[config.mk]
export PLATFORM = sky130hd
export DESIGN_NAME = rd_packer_flat
export DESIGN_NICKNAME = d
export VERILOG_FILES = /design/src/rtl/rd_packer_if.sv /design/src/rtl/rd_packer.sv /design/src/flat_wrapper.sv
export SDC_FILE = /design/constraint.sdc
export NUM_CORES = 1
export LEC_CHECK = 0
export BUFFER_PORTS_ARGS = -buffer_cell sky130_fd_sc_hd__buf_2
export CAP_MARGIN = 20
export CORE_UTILIZATION = 35
export CTS_CLUSTER_SIZE = 12
export DETAILED_ROUTE_END_ITERATION = 10
export RECOVER_POWER = 100
export SLEW_MARGIN = 10
export SYNTH_ARGS = -nofsm -noshare
export SYNTH_HDL_FRONTEND = slang
export SYNTH_SLANG_ARGS = --single-unit
[constraint.sdc]
create_clock -name rclk -period 1.8 [get_ports rclk]
set_input_delay 0.27 -clock rclk [delete_from_list [all_inputs] [get_ports rclk]]
set_output_delay 0.27 -clock rclk [all_outputs]
set_load 0.02 [all_outputs]
[src/rtl/rd_packer_if.sv]
// FIFO read-port and packed-beat stream bundle for rd_packer.
// master = the packer (drives rinc and the beat); slave = FIFO/consumer side.
interface rd_packer_if #(
  parameter int DSIZE = 8,
  parameter int RATIO = 4
);
  logic [DSIZE-1:0]       rdata;
  logic                   rempty;
  logic                   rinc;
  logic                   flush;
  logic [DSIZE*RATIO-1:0] m_data;
  logic [RATIO-1:0]       m_keep;
  logic                   m_last;
  logic                   m_valid;
  logic                   m_ready;

  modport master (
    input  rdata, rempty, flush, m_ready,
    output rinc, m_data, m_keep, m_last, m_valid
  );

  modport slave (
    output rdata, rempty, flush, m_ready,
    input  rinc, m_data, m_keep, m_last, m_valid
  );
endinterface

[src/rtl/rd_packer.sv]
// Packs RATIO FIFO words into one beat, 1 cycle after the final pop; stalls popping the closing word while the output is held.
// Flush (or the idle timeout under RD_PACK_TMO_EN) emits a partial beat with m_last=1.
module rd_packer #(
  parameter int DSIZE      = 8,
  parameter int RATIO      = 4,
  parameter int TMO_CYCLES = 16
) (
  input  logic       rclk,
  input  logic       rrst,
  rd_packer_if.master bus
);
  localparam int CW = $clog2(RATIO + 1);
  localparam int AW = DSIZE * (RATIO - 1);
  localparam logic [CW-1:0] LAST_LANE = CW'(RATIO - 1);

  if (RATIO < 2) begin : g_bad_ratio
    $error("rd_packer: RATIO must be >= 2");
  end
  if (TMO_CYCLES < 1) begin : g_bad_tmo
    $error("rd_packer: TMO_CYCLES must be >= 1");
  end

  logic [CW-1:0]          cnt_q, cnt_d;
  logic [AW-1:0]          acc_q, acc_d;
  logic                   flush_pending_q, flush_pending_d;
  logic [DSIZE*RATIO-1:0] m_data_q, m_data_d;
  logic [RATIO-1:0]       m_keep_q, m_keep_d;
  logic                   m_last_q, m_last_d;
  logic                   m_valid_q, m_valid_d;
  logic                   out_free;
  logic                   pop;
  logic                   tmo_fire;

  assign out_free = !m_valid_q || bus.m_ready;
  // The closing word of a beat is only taken when the output register can accept it.
  assign pop = !rrst && !bus.rempty && !flush_pending_q &&
               ((cnt_q < LAST_LANE) || out_free);

  assign bus.rinc    = pop;
  assign bus.m_data  = m_data_q;
  assign bus.m_keep  = m_keep_q;
  assign bus.m_last  = m_last_q;
  assign bus.m_valid = m_valid_q;

`ifdef RD_PACK_TMO_EN
  localparam int TW = $clog2(TMO_CYCLES + 1);
  logic [TW-1:0] idle_q, idle_d;

  always_comb begin
    idle_d   = idle_q;
    tmo_fire = 1'b0;
    if (pop || bus.flush) begin
      idle_d = '0;
    end else if ((cnt_q != '0) && bus.rempty && !flush_pending_q) begin
      if (idle_q == TW'(TMO_CYCLES - 1)) begin
        tmo_fire = 1'b1;
        idle_d   = '0;
      end else begin
        idle_d = idle_q + TW'(1);
      end
    end
  end

  always_ff @(posedge rclk) begin
    if (rrst) begin
      idle_q <= '0;
    end else begin
      idle_q <= idle_d;
    end
  end
`else
  assign tmo_fire = 1'b0;
`endif

  always_comb begin
    cnt_d           = cnt_q;
    acc_d           = acc_q;
    flush_pending_d = flush_pending_q;
    m_data_d        = m_data_q;
    m_keep_d        = m_keep_q;
    m_last_d        = m_last_q;
    m_valid_d       = m_valid_q;

    if (m_valid_q && bus.m_ready) begin
      m_valid_d = 1'b0;
    end

    if (pop) begin
      if (cnt_q == LAST_LANE) begin
        // Closing word goes straight to the top lane; a same-cycle flush just marks it last.
        m_data_d  = {bus.rdata, acc_q};
        m_keep_d  = '1;
        m_last_d  = bus.flush;
        m_valid_d = 1'b1;
        cnt_d     = '0;
      end else begin
        for (int k = 0; k < RATIO - 1; k++) begin
          if (cnt_q == CW'(k)) begin
            acc_d[k*DSIZE +: DSIZE] = bus.rdata;
          end
        end
        cnt_d = cnt_q + CW'(1);
        if (bus.flush) begin
          flush_pending_d = 1'b1;
        end
      end
    end else if (flush_pending_q && out_free) begin
      flush_pending_d = 1'b0;
      if (cnt_q != '0) begin
        // Lanes above cnt may hold words from an earlier beat, so mask them out.
        m_data_d = '0;
        for (int k = 0; k < RATIO - 1; k++) begin
          if (CW'(k) < cnt_q) begin
            m_data_d[k*DSIZE +: DSIZE] = acc_q[k*DSIZE +: DSIZE];
          end
        end
        for (int k = 0; k < RATIO; k++) begin
          m_keep_d[k] = (CW'(k) < cnt_q);
        end
        m_last_d  = 1'b1;
        m_valid_d = 1'b1;
        cnt_d     = '0;
      end
    end else if (bus.flush || tmo_fire) begin
      flush_pending_d = 1'b1;
    end
  end

  always_ff @(posedge rclk) begin
    if (rrst) begin
      cnt_q           <= '0;
      acc_q           <= '0;
      flush_pending_q <= 1'b0;
      m_data_q        <= '0;
      m_keep_q        <= '0;
      m_last_q        <= 1'b0;
      m_valid_q       <= 1'b0;
    end else begin
      cnt_q           <= cnt_d;
      acc_q           <= acc_d;
      flush_pending_q <= flush_pending_d;
      m_data_q        <= m_data_d;
      m_keep_q        <= m_keep_d;
      m_last_q        <= m_last_d;
      m_valid_q       <= m_valid_d;
    end
  end
endmodule
[src/flat_wrapper.sv]
// flat-port wrapper written by rule: the top's interface ports become plain ports
module rd_packer_flat 
#(
  parameter int DSIZE      = 8,
  parameter int RATIO      = 4,
  parameter int TMO_CYCLES = 16
)
  (rclk, rrst, bus_rdata, bus_rempty, bus_flush, bus_m_ready, bus_rinc, bus_m_data, bus_m_keep, bus_m_last, bus_m_valid);
  rd_packer_if #(.DSIZE(DSIZE), .RATIO(RATIO)) bus_i ();
  input  logic rclk;
  input  logic rrst;
  input wire logic [$bits(bus_i.rdata)-1:0] bus_rdata;
  input wire logic [$bits(bus_i.rempty)-1:0] bus_rempty;
  input wire logic [$bits(bus_i.flush)-1:0] bus_flush;
  input wire logic [$bits(bus_i.m_ready)-1:0] bus_m_ready;
  output wire logic [$bits(bus_i.rinc)-1:0] bus_rinc;
  output wire logic [$bits(bus_i.m_data)-1:0] bus_m_data;
  output wire logic [$bits(bus_i.m_keep)-1:0] bus_m_keep;
  output wire logic [$bits(bus_i.m_last)-1:0] bus_m_last;
  output wire logic [$bits(bus_i.m_valid)-1:0] bus_m_valid;
  assign bus_i.rdata = bus_rdata;
  assign bus_i.rempty = bus_rempty;
  assign bus_i.flush = bus_flush;
  assign bus_i.m_ready = bus_m_ready;
  assign bus_rinc = bus_i.rinc;
  assign bus_m_data = bus_i.m_data;
  assign bus_m_keep = bus_i.m_keep;
  assign bus_m_last = bus_i.m_last;
  assign bus_m_valid = bus_i.m_valid;
  rd_packer #(.DSIZE(DSIZE), .RATIO(RATIO), .TMO_CYCLES(TMO_CYCLES)) u_core (.rclk(rclk), .rrst(rrst), .bus(bus_i));
endmodule
==> results of run 1 <==
-- per-stage QoR --
step / setup slack (ns) / hold WS, ns / instances / total power [mW]
after floorplan: 0.01093 / 0.4029 / 232 / 1.647
after global placement: 0.02817 / 0.4315 / 385 / 1.725
after detailed placement: 0.04762 / 0.4360 / 385 / 1.724
after CTS: 0.03793 / 0.2153 / 401 / 2.942
after global routing: 0.005159 / 0.2261 / 401 / 3.018
final: 0.08100 / 0.2281 / 401 / 2.908
-- worst register-to-register path: cells and delay by family (launching register included) --
kind	cells	cell delay [ns]
buffers and inverters	2	0.27
multiplexers	1	0.13
AND/OR/NAND/NOR	2	0.47
adder cells (fa/ha/maj)	1	0.23
AO/OA/AOI/OAI	1	0.10
flip-flops	1	0.38
-- flip-flops by register name, summed over array words and instances, names as in the netlist --
name,cells
u_core.bus.m_data,32
u_core.acc_q,24
u_core.bus.m_keep,4
u_core.cnt_q,3
u_core.bus.m_last,1
u_core.bus.m_valid,1
u_core.flush_pending_q,1
-- power by group --
group          internal [mW]  switching (mW)
Combinational         0.0807           0.116
Sequential              1.48          0.0160
Clock                  0.642           0.574
Total                   2.20           0.706
-- worst paths after layout --
kind / end / slack, ns / depth (start not counted)
max: bus_rinc / 0.08 / 6
max reg2reg: u_core.bus.m_data[23] / 0.10 / 7
min: u_core.bus.m_data[30] / 0.23 / 2
min reg2reg: u_core.bus.m_keep[0] / 0.45 / 1
-- cell usage in the layout, fill, tap and decap left out, types with 2 or more instances in the layout --
master,n
dfxtp_1,62
clkbuf_1,39
mux2i_1,34
nor2_1,26
a22o_1,24
nand2_1,20
buf_2,13
buf_4,12
clkbuf_8,9
inv_1,5
buf_12,5
a21oi_1,4
nand3_1,4
dfxtp_2,4
ha_1,3
or3_1,2
a21oi_2,2
nor2b_1,2
o2111ai_2,2
nor3_1,2
a211oi_4,2
a21o_1,2
clkinv_4,2
clkinvlp_4,2
-- kinds of logic (layout without fill, tap and decap cells) --
logic type	Yosys count	in the layout	synth area share
compound gates	44	44	0.1636
fa+ha+maj	3	3	0.01474
buf+inv	18	91	0.04127
flops	66	66	0.5189
mux	35	35	0.1381
simple gates	66	66	0.1233
-- area by class of cell --
type | count | area [µm²] | area share
timing repair buffer | 69 | 402.9 | 0.1261
clock buffer | 10 | 127.6 | 0.03994
tap | 96 | 120.1 | 0.03759
sequential | 66 | 1326 | 0.4150
multi-input combinational | 148 | 1126 | 0.3524
clock inverter | 6 | 67.56 | 0.02114
inverter | 6 | 25.02 | 0.007831
-- metal layers --
metal / routed length (µm) / share of wire
met1: 2962 / 0.52
met2: 2537 / 0.44
met3: 197 / 0.034
met4: 46 / 0.0080
met5: 0 / 0
-- timing repair --
| action | 4_1_cts | 5_1_grt |
|---|---|---|
| resized for setup | 4 | 4 |
| setup endpoints to repair | 1 | 21 |
| setup buffers | 0 | 0 |
| hold buffers | 0 | 0 |
==> run metrics, run 1 <==
status=finished clean; gpl congestion=between 0.8 and 0.9; share of cells above drive strength 1=0.2230; Setup violations, final=0; DR vias=1,913; filler cell count=719; arrival time at the worst endpoint=1.45 ns; vias in the first global route=~1,800; max cap viols=0; Synthesis Warnings=0; HPWL Detailed=about 4.0 mm; Crit Path Max Fanout=6; Worst Path Class, Setup=reg2out; 1st-pass router iterations=6; port bufs=about 50; CP Launch Type=flip-flop; Site Rows=30; Setup TNS=0 ns; antenna viol nets, final=0; commonest cells in the netlist=dfxtp_1 (66), mux2i_1 (34), nor2_1 (26); first-pass GRT wire length=9.204 mm; share of the clock period used by the worst path=0.9550; most used cell, CP=buf_4; Die H=between 80 and 90 µm; number of synthesized flops with an enable pin=0; crit-path cells=buf_4 > a21oi_4 > o21ai_2 > buf_4 > inv_4 > buf_4; FFs w/ async S/R, synth=0; clk slew on worst S/H paths=0.08 ns; clk sinks=66; most area-consuming cells after synthesis=dfxtp_1 (52%), mux2i_1 (13%), a22o_1 (8.3%); CTS tree=built; Buf/Inv on CP=4; Post-Syn Instances=~230; Final min period=roughly 1.7 ns; Initial Util=0.3687; Die X=slightly below 90 µm; Slew @ Worst Pin=~0.55 ns; global router's overall resource usage=0.1604; n_diodes=0; Area growth syn-to-layout=25.50%; initial DRC count=slightly above 60; fmax=~580 MHz; final instance area=3196 µm²; routed wire length=approximately 5.7 mm; die area=7620 µm²; CORE AREA=about 6900 µm²; crit end category=output port; nets=roughly 320; most used flip-flop cell after synthesis=dfxtp_1; normalized max-slew margin=0.6330; grt met3 use=0.02844; RSZ-0062 raised after global routing=no; largest net degree at the start of global routing=34; worst reg2reg path startpoint=u_core.cnt_q[1]; count leader, synth=dfxtp_1; final hold vios=0; post-synth cell types=36; Clock Latency Late Sink=between 0.3 and 0.4 ns; max-slew violations=0; H-tree depth=3; Critical Path Max Stage Delay=~0.35 ns; Top Ports=52; Root Driver=clkbuf_8; syn avg cell area=10.97 µm²; CP top delay family=buffers and inverters; antenna violations before repair=0; via/cell ratio=approximately 4.8; GRT busiest layer=met2; routed length per instance=roughly 14 µm; Residual DRC=0; area of placed instances=3039 µm²; fin util=0.4627; met2 Track Usage GR=0.2415; maximum vdd drop=roughly 0.46 mV; CTS Buffer Depth=2; clock skew=0.008106 ns; number of CTS-inserted buffers=9; Cell Area, Synth=around 2500 µm²; register bit total from synthesis=between 60 and 70; grt total ovfl=0; Seq/Total Area, Yosys=0.5189; Critical Path RT=1.53 ns; Worst Setup SP=u_core.cnt_q[1]; P_leak=~1.4 nW; top-area cell type share of the netlist area=0.5189; Synth Net Count=248; slowest stage cell, crit path=dfxtp_2; Hold WC Path Type=in2reg; power density over the cells=roughly 910 nW/µm²; met1 Track Usage GR=0.2287; dominant cell type by area after synthesis=dfxtp_1; hold_sp=bus_rdata[6]
Power figures use the tool's default switching activity.
==> run 2, diff against run 1 <==
CORE_UTILIZATION = 48   (was 35)
PLACE_DENSITY = 0.74   (was not set)
==> run 2 against run 1 <==
Effect of this change:
- critical path depth down 1
- global-route usage up 5.1 points
- core utilization up 16 points
- largest cell class unchanged
- hold slack worse by 0.0011 ns
- first-iteration DRC count up 21%
- count of clock-buffer cells in the layout up 2
- critical endpoint unchanged
- maximum frequency down 0.42%
- critical path type unchanged
- highest routed layer unchanged
- worst setup slack worse by 0.0072 ns
- clock power about the same
- via count up 2.8%
- flip-flop and latch count unchanged
- sequential power about the same
==> run metrics, run 2 (synthesis results as in run 1) <==
status=finished clean; Hold Crit Depth=2; Total Power=2.885 mW; Critical Path RT=1.53 ns; worst reg2reg path startpoint=u_core.cnt_q[1]; crit-path cells=clkbuf_2 > a21oi_4 > o21ai_4 > inv_1 > buf_2; Min-Delay Endpoint=u_core.bus.m_data[25]; power density over the cells=910.3 nW/µm²; CP top delay family=buffers and inverters; Worst Path Class, Setup=reg2out; Area growth syn-to-layout=24.47%; CTS Buffer Depth=2; CORE AREA=5107 µm²; sequential power share=0.518; final hold vios=0; n_diodes=0; fmax=between 500 and 600 MHz; Setup Slack @ Placement=between 0.008 and 0.009 ns; Clock power frac=0.412; grt total ovfl=0; Setup violations, final=0; DR vias=approximately 2,000; Final min period=roughly 1.7 ns; Clock Latency Late Sink=0.33 ns; max-slew violations=0; number of CTS-inserted buffers=9; most common cell after layout, fill and taps aside=dfxtp_1; max cap viols=0; Initial Util=0.4985; slowest stage cell, crit path=dfxtp_2; antenna viol nets, final=0; normalized max-slew margin=0.6363; Root Driver=clkbuf_8; reg2reg path depth=6; clock skew=slightly below 0.006 ns; maximum vdd drop=~0.47 mV; Top Ports=52; antenna violations before repair=0; clk sinks=between 60 and 70; most frequent cells in the layout=dfxtp_1 (64), clkbuf_1 (42), mux2i_1 (34), nor2_1 (25), a22o_1 (24); largest net degree at the start of global routing=35; switch share=0.2352; P_leak=around 1.4 nW; Int Power=around 2.2 mW; Hold WC Path Type=in2reg; Buf/Inv on CP=3; routed length per instance=around 15 µm; Die H=around 75 µm; hold_sp=bus_rdata[1]; nets=317; routed wire length=approximately 5.5 mm; Largest register FFs=32; Logic pwr share=0.069; Worst Setup SP=u_core.cnt_q[1]; Slew @ Worst Pin=roughly 0.54 ns; H-tree depth=3; port bufs=51; arrival time at the worst endpoint=about 1.5 ns; Residual DRC=0; Crit Path Max Fanout=6; CP Launch Type=flip-flop; 1st-pass router iterations=4; gpl congestion=between 0.8 and 0.9; Site Rows=26; share of cells above drive strength 1=0.1993; share of the clock period used by the worst path=0.9590; clk slew on worst S/H paths=approximately 0.07 ns; HPWL Detailed=between 3 and 4 mm; R2R setup slack=~0.09 ns; filler cell count=454; fin util=0.6205; Die X=74.83 µm; vias in the first global route=roughly 1,800; RSZ-0062 raised after global routing=no; first-pass GRT wire length=a little under 9 mm; crit end category=output port; global router's overall resource usage=0.2118; Critical Path Max Stage Delay=between 0.3 and 0.4 ns; die area=5600 µm²; post-route setup slack=roughly 0.074 ns; Critical R2R Capture=u_core.bus.m_data[30]; via/cell ratio=5.231; initial DRC count=74; Psw=approximately 680 µW; CTS tree=built
-- run 2: changes by cell type in the layout (fill, tap and decap cells not counted), sizes merged --
cell	before	now
inv	6	7
clkinvlp	2	1
clkinv	3	1
clkbuf	49	52
-- run 2: worst max path at each step --
stage,depth (start not counted),end
after floorplan,7,u_core.bus.m_data[10]
after global placement,5,bus_rinc
after detailed placement,5,bus_rinc
after CTS,4,bus_rinc
after global routing,5,bus_rinc
final,5,bus_rinc
-- run 2: repair_timing --
item	CTS	global route
hold buffers	0	0
setup buffers	1	1
gates resized for setup	1	4
cloned	0	0
endpoints found under the setup margin	1	45
pin swaps	1	1
-- run 2: area by class of cell --
type / instances / area (µm²) / area share
Clock buffer: 12 / 135.1 / 0.04264
Clock inverter: 4 / 51.30 / 0.01619
Inverter: 6 / 22.52 / 0.007106
Multi-Input combinational cell: 148 / 1130 / 0.3565
Sequential cell: 66 / 1324 / 0.4177
Tap cell: 70 / 87.58 / 0.02764
Timing Repair Buffer: 70 / 419.2 / 0.1323
-- run 2: power groups by stage --
stage               registers [mW]  logic [mW]  clock network [mW]
floorplan                     1.53       0.118                   0
global placement              1.53       0.194                   0
detailed placement            1.53       0.197                   0
CTS                           1.49       0.201                1.22
global route                  1.50       0.216                1.28
finish                        1.50       0.200                1.19
-- run 2: metal layers --
metal	wire length, µm	up-vias	share of wire	global-route usage
met1	2624	927	0.48	0.2792
li1	-	963	-	-
met2	2436	68	0.45	0.3253
met5	0	-	0	0
met4	76	0	0.014	0.09015
met3	318	9	0.058	0.06158
-- run 2: metrics by stage --
step / area (µm²) / hold slack [ns] / cells / TNS (ns)
floorplan: 2549 / 0.4029 / 232 / 0
global placement: 3012 / 0.4319 / 358 / -0.004516
detailed placement: 3012 / 0.4388 / 358 / 0
CTS: 3213 / 0.2123 / 375 / 0
global route: 3169 / 0.2209 / 376 / 0
finish: 3169 / 0.2270 / 376 / 0
==> run 3, diff against run 2 <==
MAX_ROUTING_LAYER = met4   (was not set)
==> run 3 against run 2 <==
Effect of this change:
- register-to-register slack hardly changed
- maximum frequency grew 0.73%
- global-route usage increased by 1.3 points
- clock power up 21%
- highest routed layer unchanged
- cell count grew 0.27%
- sequential share of layout area decreased by 0.50 points
- routed wire length is 2.4% higher
- core utilization rose by 0.81 points
- critical endpoint is now u_core.bus.m_data[19]
==> run metrics, run 3 (synthesis results as in run 1) <==
status=finished clean; Top Ports=52; final hold vios=0; max cap viols=0; routed length per instance=14.82 µm; P_leak=between 1 and 1.5 nW; CORE AREA=5107 µm²; hold_sp=bus_flush; Reg area=about 1300 µm²; most common cell after layout, fill and taps aside=dfxtp_1; RSZ-0062 raised after global routing=yes; placed cells=~360; crit end category=flip-flop; DR vias=1,946; first-pass GRT wire length=around 8.8 mm; HPWL Detailed=approximately 3.8 mm; Area growth syn-to-layout=26.09%; vias in the first global route=roughly 1,800; Setup TNS=0 ns; H-tree depth=3; largest net degree at the start of global routing=35; Worst Setup SP=u_core.cnt_q[1]; antenna violations before repair=0; share of the clock period used by the worst path=0.9521; clk slew on worst S/H paths=0.07 ns; n_diodes=0; Residual DRC=0; nets=approximately 320; Hold WC Path Type=in2reg; Critical Path RT=between 2 and 2.5 ns; Post-Layout Cell Count=377; arrival time at the worst endpoint=~1.9 ns; clk sinks=66; Final min period=between 1.5 and 2 ns; Die X=74.83 µm; Root Driver=clkbuf_8; clock skew=between 0.008 and 0.009 ns; Die H=about 75 µm; via/cell ratio=between 5 and 6; die area=approximately 5600 µm²; most frequent cells in the layout=dfxtp_1 (63), clkbuf_1 (40), mux2i_1 (34), nor2_1 (25), a22o_1 (24); Slew @ Worst Pin=0.5699 ns; filler cell count=between 400 and 500; CP Launch Type=flip-flop; gpl congestion=~0.9; Crit Path Max Fanout=8; CTS Buffer Depth=2; global router's overall resource usage=0.2244; grt total ovfl=0; fmax=583.5 MHz; power density over the cells=974.5 nW/µm²; normalized max-slew margin=0.6196; number of CTS-inserted buffers=9; maximum vdd drop=between 0.8 and 0.9 mV; share of cells above drive strength 1=0.2150; worst reg2reg path startpoint=u_core.cnt_q[1]; Setup violations, final=0; CTS tree=built; initial DRC count=between 100 and 150; max-slew violations=0; Largest register FFs=32; port bufs=a little over 50; antenna viol nets, final=0; footprint of the multi-input gates=1134 µm²; Initial Util=0.4985; Site Rows=26; Clock Latency Late Sink=about 0.34 ns; Worst Path Class, Setup=reg2reg; 1st-pass router iterations=4; routed wire length=between 5 and 6 mm
-- run 3: area by class of cell --
class / count / area share
inverters: 6 / 0.007015
flip-flops and latches: 66 / 0.4127
clock inverters: 4 / 0.02260
well taps: 70 / 0.02728
repair buffers: 71 / 0.1259
clock buffers: 12 / 0.05144
multi-input cells: 148 / 0.3531
-- run 3: repair_timing --
item / 4_1_cts / 5_1_grt
pin swaps: 1 / 1
setup endpoints to repair: 1 / 43
gates resized for setup: 1 / 6
hold buffers: 0 / 0
buffers inserted: 2 / 0
cloned: 0 / 0
-- run 3: critical path: stages, from the launching register on --
cell and delay, ns:
dfxtp_2 0.37, inv_1 0.08, ha_1 0.23, nand2b_4 0.11, a31oi_2 0.10, or3_4 0.39, buf_4 0.20, mux2i_1 0.12
-- run 3: power by group --
group / switching [mW] / internal [mW]
clock: 0.546 / 0.891
sequential: 0.0152 / 1.48
combinational: 0.117 / 0.0789
-- run 3: path summary, 6_finish.rpt --
check | to | slack, ns | depth (start not counted)
hold / removal | u_core.bus.m_last | 0.20 | 3
setup / recovery | u_core.bus.m_data[19] | 0.09 | 7
setup reg to reg | u_core.bus.m_data[19] | 0.09 | 7
hold reg to reg | u_core.bus.m_keep[0] | 0.45 | 1
-- run 3: per-layer routing --
metal,share of wire,track usage,vias up
li1,-,-,966
met3,0.047,0.04685,12
met4,0.023,0.1090,0
met2,0.46,0.3373,56
met1,0.47,0.2874,912
met5,0,-,-
-- run 3: per-stage QoR --
step	setup slack (ns)	utilization	hold WS, ns	power (mW)	instance area [µm²]
global placement	0.03795	0.5887	0.4303	1.720	3007
CTS	0.01174	0.6396	0.1970	3.153	3267
finish	0.08624	0.6286	0.2044	3.129	3211
floorplan	0.01093	-	0.4029	1.647	2549
detailed placement	0.04329	0.5887	0.4367	1.723	3007
global route	-0.002595	0.6286	0.2131	3.237	3211
